File: src/rtl/spi_reg_ctrl_if.sv
// Byte-level link between the SPI_COMM slave and the frame controller.
//   spi_busy   : frame active (SS low)
//   spi_eob    : one-clk pulse per received byte, spi_rx valid with it
//   spi_rx     : received byte
//   spi_cmd    : register address field of the command byte
//   spi_sec    : bank select field of the command byte
//   spi_read   : read direction field of the command byte
//   spi_format : 1 = burst (auto-increment)
//   spi_tx     : byte to shift out on MISO
//   spi_err    : error flag reported back to SPI_COMM
// master = SPI_COMM side, slave = spi_reg_ctrl side.
interface spi_reg_ctrl_if;
  logic       spi_busy;
  logic       spi_eob;
  logic [7:0] spi_rx;
  logic [4:0] spi_cmd;
  logic       spi_sec;
  logic       spi_read;
  logic       spi_format;
  logic [7:0] spi_tx;
  logic       spi_err;

  modport master (
    output spi_busy, spi_eob, spi_rx, spi_cmd, spi_sec, spi_read, spi_format,
    input  spi_tx, spi_err
  );

  modport slave (
    input  spi_busy, spi_eob, spi_rx, spi_cmd, spi_sec, spi_read, spi_format,
    output spi_tx, spi_err
  );
endinterface

File: src/rtl/spi_reg_ctrl.sv
// Frame-level controller behind SPI_COMM. Decodes the command byte of each
// frame and then writes config registers, reads config/status registers or
// pops bytes from the sniffer stream.
//   clk, rst    : system clock, synchronous active-high reset
//   spi         : byte link to SPI_COMM (slave modport)
//   cfg_out     : flattened config registers, reg i at [8i+7:8i]
//   cfg_wr      : one-clk pulse after a config register write
//   cfg_wr_addr : address of that write
//   stat_in     : flattened read-only status registers
//   strm_data   : stream byte, strm_valid = byte available
//   strm_ready  : one-clk pop pulse
module spi_reg_ctrl #(
  parameter int unsigned N_CFG   = 8,
  parameter int unsigned N_STAT  = 8,
  parameter logic [7:0]  CFG_RST = 8'h00
) (
  input  logic                  clk,
  input  logic                  rst,
  spi_reg_ctrl_if.slave         spi,
  output logic [8*N_CFG-1:0]    cfg_out,
  output logic                  cfg_wr,
  output logic [4:0]            cfg_wr_addr,
  input  logic [8*N_STAT-1:0]   stat_in,
  input  logic [7:0]            strm_data,
  input  logic                  strm_valid,
  output logic                  strm_ready
);

  typedef enum logic [2:0] {
    ST_IDLE,
    ST_CMD,
    ST_WRITE,
    ST_READ,
    ST_DRAIN
  } state_t;

  localparam logic [4:0] STRM_ADDR = 5'd31;

  state_t               state_q, state_d;
  logic [4:0]           addr_q, addr_d;
  logic                 bank_q, bank_d;
  logic                 burst_q, burst_d;
  logic                 abort_q, abort_d;
  logic [7:0]           tx_q, tx_d;
  logic                 err_q, err_d;
  logic [8*N_CFG-1:0]   cfg_q, cfg_d;
  logic                 cfg_wr_q, cfg_wr_d;
  logic [4:0]           cfg_wr_addr_q, cfg_wr_addr_d;
  logic                 strm_ready_q, strm_ready_d;

  logic [4:0]           lk_addr;
  logic                 lk_bank;
  logic [7:0]           src_byte;
  logic                 src_pop;
  logic                 src_err;
  logic                 src_hit;
  logic                 wr_hit;

  // The stream address in bank 0 never advances; everything else wraps.
  function automatic logic [4:0] next_addr(input logic [4:0] a, input logic b);
    return (!b && a == STRM_ADDR) ? a : a + 5'd1;
  endfunction

  // Address whose byte is loaded into spi_tx this cycle: the freshly decoded
  // command address in CMD, the incremented address during a burst read.
  always_comb begin
    lk_addr = next_addr(addr_q, bank_q);
    lk_bank = bank_q;
    if (state_q == ST_CMD) begin
      lk_addr = spi.spi_cmd;
      lk_bank = spi.spi_sec;
    end
  end

  always_comb begin
    src_byte = '0;
    src_pop  = 1'b0;
    src_err  = 1'b0;
    src_hit  = 1'b0;
    if (!lk_bank) begin
      for (int unsigned i = 0; i < N_CFG; i++) begin
        if (lk_addr == i[4:0]) begin
          src_byte = cfg_q[8*i +: 8];
          src_hit  = 1'b1;
        end
      end
      if (lk_addr == STRM_ADDR) begin
        src_hit = 1'b1;
        if (strm_valid) begin
          src_byte = strm_data;
          src_pop  = 1'b1;
        end else begin
          src_err  = 1'b1;
        end
      end
    end else begin
      for (int unsigned i = 0; i < N_STAT; i++) begin
        if (lk_addr == i[4:0]) begin
          src_byte = stat_in[8*i +: 8];
          src_hit  = 1'b1;
        end
      end
    end
    if (!src_hit) begin
      src_err = 1'b1;
    end
  end

  always_comb begin
    state_d       = state_q;
    addr_d        = addr_q;
    bank_d        = bank_q;
    burst_d       = burst_q;
    abort_d       = abort_q;
    tx_d          = tx_q;
    err_d         = err_q;
    cfg_d         = cfg_q;
    cfg_wr_d      = 1'b0;
    cfg_wr_addr_d = cfg_wr_addr_q;
    strm_ready_d  = 1'b0;
    wr_hit        = 1'b0;

    case (state_q)
      ST_IDLE: begin
        // After a reset the remainder of an interrupted frame is skipped.
        if (abort_q) begin
          if (!spi.spi_busy) begin
            abort_d = 1'b0;
          end
        end else if (spi.spi_busy) begin
          state_d = ST_CMD;
          err_d   = 1'b0;
        end
      end

      ST_CMD: begin
        if (spi.spi_eob) begin
          addr_d  = spi.spi_cmd;
          bank_d  = spi.spi_sec;
          burst_d = spi.spi_format;
          if (spi.spi_read) begin
            state_d      = ST_READ;
            tx_d         = src_byte;
            strm_ready_d = src_pop;
            if (src_err) begin
              err_d = 1'b1;
            end
          end else begin
            state_d = ST_WRITE;
          end
        end
      end

      ST_WRITE: begin
        if (spi.spi_eob) begin
          if (!bank_q) begin
            for (int unsigned i = 0; i < N_CFG; i++) begin
              if (addr_q == i[4:0]) begin
                cfg_d[8*i +: 8] = spi.spi_rx;
                wr_hit          = 1'b1;
              end
            end
          end
          if (wr_hit) begin
            cfg_wr_d      = 1'b1;
            cfg_wr_addr_d = addr_q;
          end else begin
            err_d = 1'b1;
          end
          if (burst_q) begin
            addr_d = next_addr(addr_q, bank_q);
          end else begin
            state_d = ST_DRAIN;
          end
        end
      end

      ST_READ: begin
        if (spi.spi_eob) begin
          if (burst_q) begin
            addr_d       = lk_addr;
            tx_d         = src_byte;
            strm_ready_d = src_pop;
            if (src_err) begin
              err_d = 1'b1;
            end
          end else begin
            state_d = ST_DRAIN;
          end
        end
      end

      ST_DRAIN: begin
        if (spi.spi_eob) begin
          err_d = 1'b1;
        end
      end

      default: state_d = ST_IDLE;
    endcase

    // A byte arriving with the end of the frame is handled above first.
    if (!spi.spi_busy) begin
      state_d = ST_IDLE;
    end
  end

  always_ff @(posedge clk) begin
    if (rst) begin
      state_q       <= ST_IDLE;
      addr_q        <= '0;
      bank_q        <= 1'b0;
      burst_q       <= 1'b0;
      abort_q       <= 1'b1;
      tx_q          <= '0;
      err_q         <= 1'b0;
      cfg_q         <= {N_CFG{CFG_RST}};
      cfg_wr_q      <= 1'b0;
      cfg_wr_addr_q <= '0;
      strm_ready_q  <= 1'b0;
    end else begin
      state_q       <= state_d;
      addr_q        <= addr_d;
      bank_q        <= bank_d;
      burst_q       <= burst_d;
      abort_q       <= abort_d;
      tx_q          <= tx_d;
      err_q         <= err_d;
      cfg_q         <= cfg_d;
      cfg_wr_q      <= cfg_wr_d;
      cfg_wr_addr_q <= cfg_wr_addr_d;
      strm_ready_q  <= strm_ready_d;
    end
  end

  assign spi.spi_tx  = tx_q;
  assign spi.spi_err = err_q;
  assign cfg_out     = cfg_q;
  assign cfg_wr      = cfg_wr_q;
  assign cfg_wr_addr = cfg_wr_addr_q;
  assign strm_ready  = strm_ready_q;

endmodule

File: src/flat_wrapper.sv
// flat-port wrapper written by rule: the top's interface ports become plain ports
module spi_reg_ctrl_flat 
#(
  parameter int unsigned N_CFG   = 8,
  parameter int unsigned N_STAT  = 8,
  parameter logic [7:0]  CFG_RST = 8'h00
)
  (clk, rst, cfg_out, cfg_wr, cfg_wr_addr, stat_in, strm_data, strm_valid, strm_ready, spi_spi_busy, spi_spi_eob, spi_spi_rx, spi_spi_cmd, spi_spi_sec, spi_spi_read, spi_spi_format, spi_spi_tx, spi_spi_err);
  spi_reg_ctrl_if spi_i ();
  input  logic clk;
  input  logic rst;
  output logic [8*N_CFG-1:0] cfg_out;
  output logic cfg_wr;
  output logic [4:0] cfg_wr_addr;
  input  logic [8*N_STAT-1:0] stat_in;
  input  logic [7:0] strm_data;
  input  logic strm_valid;
  output logic strm_ready;
  input wire logic [$bits(spi_i.spi_busy)-1:0] spi_spi_busy;
  input wire logic [$bits(spi_i.spi_eob)-1:0] spi_spi_eob;
  input wire logic [$bits(spi_i.spi_rx)-1:0] spi_spi_rx;
  input wire logic [$bits(spi_i.spi_cmd)-1:0] spi_spi_cmd;
  input wire logic [$bits(spi_i.spi_sec)-1:0] spi_spi_sec;
  input wire logic [$bits(spi_i.spi_read)-1:0] spi_spi_read;
  input wire logic [$bits(spi_i.spi_format)-1:0] spi_spi_format;
  output wire logic [$bits(spi_i.spi_tx)-1:0] spi_spi_tx;
  output wire logic [$bits(spi_i.spi_err)-1:0] spi_spi_err;
  assign spi_i.spi_busy = spi_spi_busy;
  assign spi_i.spi_eob = spi_spi_eob;
  assign spi_i.spi_rx = spi_spi_rx;
  assign spi_i.spi_cmd = spi_spi_cmd;
  assign spi_i.spi_sec = spi_spi_sec;
  assign spi_i.spi_read = spi_spi_read;
  assign spi_i.spi_format = spi_spi_format;
  assign spi_spi_tx = spi_i.spi_tx;
  assign spi_spi_err = spi_i.spi_err;
  spi_reg_ctrl #(.N_CFG(N_CFG), .N_STAT(N_STAT), .CFG_RST(CFG_RST)) u_core (.clk(clk), .rst(rst), .spi(spi_i), .cfg_out(cfg_out), .cfg_wr(cfg_wr), .cfg_wr_addr(cfg_wr_addr), .stat_in(stat_in), .strm_data(strm_data), .strm_valid(strm_valid), .strm_ready(strm_ready));
endmodule
File: config.mk
export PLATFORM = sky130hd
export DESIGN_NAME = spi_reg_ctrl_flat
export DESIGN_NICKNAME = d
export VERILOG_FILES = /design/src/rtl/spi_reg_ctrl_if.sv /design/src/rtl/spi_reg_ctrl.sv /design/src/flat_wrapper.sv
export SDC_FILE = /design/constraint.sdc
export NUM_CORES = 1
export LEC_CHECK = 0
export ABC_AREA = 1
export CAP_MARGIN = 40
export CORE_ASPECT_RATIO = 1.2
export CORE_MARGIN = 5
export CORE_UTILIZATION = 42
export CTS_CLUSTER_DIAMETER = 60
export DETAILED_ROUTE_END_ITERATION = 8
export PLACE_DENSITY = 0.83
export SETUP_SLACK_MARGIN = 0.5
export SLEW_MARGIN = 0
export SYNTH_ARGS = -nofsm -noshare
export SYNTH_HDL_FRONTEND = slang
export SYNTH_SLANG_ARGS = --single-unit
File: constraint.sdc
create_clock -name clk -period 2.6 [get_ports clk]
set_input_delay 0.26 -clock clk [delete_from_list [all_inputs] [get_ports clk]]
set_output_delay 0.26 -clock clk [all_outputs]
set_load 0.01 [all_outputs]
==> key figures <==
Outcome
  • Status: completed

Clocking
  • Worst-Skew Late Latency: 350 ps
  • CTS buffer count: 9
  • Cell chosen for the clock root: sky130_fd_sc_hd__clkbuf_16
  • TritonCTS clock tree: built
  • Register clock-pin slew on the reported worst setup and hold paths: 70 ps
  • Clock Sink Count: 91
  • Maximum level of the CTS H-tree: 3
  • Max clock buf depth: 2
  • CTS hold repair buffers: 0

Die
  • Starting density of the core: 0.427
  • Overall die height: 131 um
  • Horizontal die dimension: 111 um
  • I/O pin count: 173
  • Area of the core: 12100 sq um
  • Standard-cell rows: 44
  • Die area: 14600 sq um

Timing
  • Setup repair after global routing missed its margin: true
  • Final max-slew violation count: 0
  • Count of endpoints failing hold in the final timing report: 0
  • Relative slew slack: 0.624
  • Final TNS setup: 0 ps
  • Fraction of the cycle the final worst path needs: 0.978
  • Final setup fails: 0
  • Upper clock frequency limit: 0.393 GHz
  • Final critical delay including setup and external delays: 2540 ps
  • Final worst clock skew: 7.23 ps
  • Worst slack on hold paths: 440 ps
  • Worst-margin pin slew: 563 ps

Layout
  • Ant diodes: 0
  • Utilization after layout: 0.658
  • Most used cells in the layout excluding fill and tap cells: sky130_fd_sc_hd__clkdlybuf4s50_1, sky130_fd_sc_hd__nor2_1, sky130_fd_sc_hd__nand2_1, sky130_fd_sc_hd__nand3_1, sky130_fd_sc_hd__dfxtp_1
  • Ratio of cells with drive above 1 in the final layout: 0.135
  • Most frequent standard cell in the layout excluding fill and tap cells: sky130_fd_sc_hd__clkdlybuf4s50_1
  • Net total in the final layout: 1070
  • Storage cell area: 1830 sq um
  • Multi-input gate area in the final layout: 2990 sq um
  • Total of fill cells in the finished design: 1010
  • Non-filler instance count after layout: 1138
  • Synthesis-to-finish area growth: 54.1%

Global route
  • Wire length of the first global-routing pass: 31100 um
  • Maximum number of pins on one net before global-route repair: 51
  • Via count of the first global-routing pass: 5867
  • Number of antenna violations at the first check in global routing: 0
  • Overflow left after global routing: 0
  • Global Route met1 Usage: 0.295
  • Most Crowded Layer GR: met2
  • GRT Overall Usage: 0.263
  • Met3 Usage GRT: 0.0455
  • Met2 track demand over resource in global routing: 0.485

Place
  • Count of buffers from port buffering: 172
  • Routability congestion estimate: 0.935
  • HPWL after detailed placement: 15100 um
  • Placed Cells: 1104

Worst setup path
  • Flop2flop setup slack: 60 ps
  • Crit path required time: 2900 ps
  • Maximum net fanout on the critical path: 15
  • Worst endpoint data arrival time: 2840 ps
  • Category of the worst setup path capture point: flop
  • Type of the worst setup path: reg2reg
  • Critical path startpoint category: flop

Synthesis
  • Dominant combinational cell family by area after synthesis: simple AND/OR/NAND/NOR gates
  • Area fraction in compound gates after synthesis: 0.171
  • Adder and majority cell fraction of the synthesized area: 0.0122
  • Number of different library cells in the post-synthesis netlist: 33
  • Sequential share of the synthesized area: 0.354
  • Post-Synth XOR/XNOR Area: 0
  • Register bit count reported by yosys: 91
  • Post-synthesis share of cell area spent on and, or, nand and nor gates: 0.362
  • Post-synthesis area per instance: 6.61 sq um
  • Cell count after synthesis: 779
  • Yosys Warn Count: 0
  • Mapped cell area: 5150 sq um
  • Post-synth net total: 877
  • Mux contribution to synthesized area: 0

Job
  • Max-cap violation count: 0

Pwr
  • Static power due to leakage: 3.12 nW
  • Cell Pwr Density: 487 nW/um^2
  • Total Power: 3.87 mW
  • Worst IR Drop VDD: 0.000313 V

Route
  • DRC errors left: 0
  • Post-DR wirelength/cell: 17.9 um
  • Count of routing violations after the opening detailed-route iteration: 657
  • Antenna-violating nets left: 0
  • Pre-Repair DR Iteration Count: 5
  • Total Routed Length: 20400 um
  • DR vias: 6234
  • Via-to-Cell Ratio: 5.48

Worst hold path
  • Worst Hold Class: reg2reg
-- state kept, by name (all words and copies together), names as in the netlist --
name	count
u_core.abort_q	1
u_core.addr_q	5
u_core.bank_q	1
u_core.burst_q	1
u_core.cfg_out	64
u_core.cfg_wr	1
u_core.cfg_wr_addr	5
u_core.spi.spi_err	1
u_core.spi.spi_tx	8
u_core.state_q	3
u_core.strm_ready	1
-- cells in the mapped netlist (all sizes together) --
cell     count  area [sq um]
dfxtp       91          1820
clkbuf      14          52.6
o2111ai      1          8.76
a211oi      31           233
a21oi       62           325
buf         19           126
inv         90           340
ha           5          62.6
nand2      123           499
nand4       19           119
a221oi       3          26.3
o21ai       54           270
nor2       154           639
a31oi        3          18.8
or2          5          31.3
nor3         6          63.8
nand3       99           510
-- worst paths after layout --
check	depth (start not counted)	from	to
min reg2reg	2	u_core.cfg_wr_addr[4]$_SDFFE_PP0P_	u_core.cfg_wr_addr[4]$_SDFFE_PP0P_
max reg2reg	19	u_core.addr_q[1]$_SDFFE_PP0P_	u_core.spi.spi_tx[2]$_SDFFE_PP0P_
max	19	u_core.addr_q[1]$_SDFFE_PP0P_	u_core.spi.spi_tx[2]$_SDFFE_PP0P_
min	2	u_core.cfg_wr_addr[4]$_SDFFE_PP0P_	u_core.cfg_wr_addr[4]$_SDFFE_PP0P_
-- layer usage --
metal | part of all wire | vias to the layer above
li1 | - | 2990
met1 | 0.37 | 2874
met2 | 0.51 | 314
met3 | 0.075 | 56
met4 | 0.037 | 0
met5 | 0 | -
-- cells by family after synthesis --
group / after synthesis
DFF: 91
adders and majority gates: 5
buffers and inverters: 123
and+or+nand+nor: 406
AOI/OAI and AO/OA: 154
-- critical path, cell delays in order, from the launching register on --
cell and delay (ps):
sky130_fd_sc_hd__dfxtp_4 360, sky130_fd_sc_hd__ha_4 130, sky130_fd_sc_hd__inv_2 40, sky130_fd_sc_hd__nor3_4 160, sky130_fd_sc_hd__ha_4 190, sky130_fd_sc_hd__nand2_4 90, sky130_fd_sc_hd__nand2_1 90, sky130_fd_sc_hd__nand2_1 70
sky130_fd_sc_hd__nand3_1 90, sky130_fd_sc_hd__nand2_2 110, sky130_fd_sc_hd__a21oi_4 250, sky130_fd_sc_hd__nand2_2 110, sky130_fd_sc_hd__buf_12 160, sky130_fd_sc_hd__nor2_1 120, sky130_fd_sc_hd__nor2_2 80, sky130_fd_sc_hd__nand4_1 120
sky130_fd_sc_hd__nand2_1 100, sky130_fd_sc_hd__nand3_1 70, sky130_fd_sc_hd__nand2_1 60, sky130_fd_sc_hd__inv_1 40
-- per-stage QoR --
stage	setup slack, ps	cell area, sq um
after global routing	-123	7930
after global placement	24.0	7250
after detailed placement	-2.47	7250
final	58.1	7930
after floorplan	407	5260
after CTS	84.0	7750
-- layout make-up --
type                    count  share of cell area
well taps                 161              0.0254
clock inverters             7              0.0123
clock buffers               9              0.0284
inverters                  90              0.0446
multi-input cells         565               0.377
repair buffers            214               0.281
repair inverters            1            0.000946
flip-flops and latches     91               0.231
-- power by group --
part           total, mW  internal [mW]  switching [mW]
clock               1.43          0.850           0.577
sequential          1.44           1.42          0.0220
combinational       1.00          0.444           0.556
total               3.87           2.71            1.16
-- what timing repair did --
| action | CTS | global route |
|---|---|---|
| gates resized for setup | 19 | 17 |
| gates cloned | 0 | 3 |
| pin swaps | 11 | 6 |
| setup endpoints to repair | 42 | 77 |
| setup buffers | 9 | 6 |
| hold endpoints to repair | 0 | 0 |
Note: power is estimated with default switching activity, not from simulation.
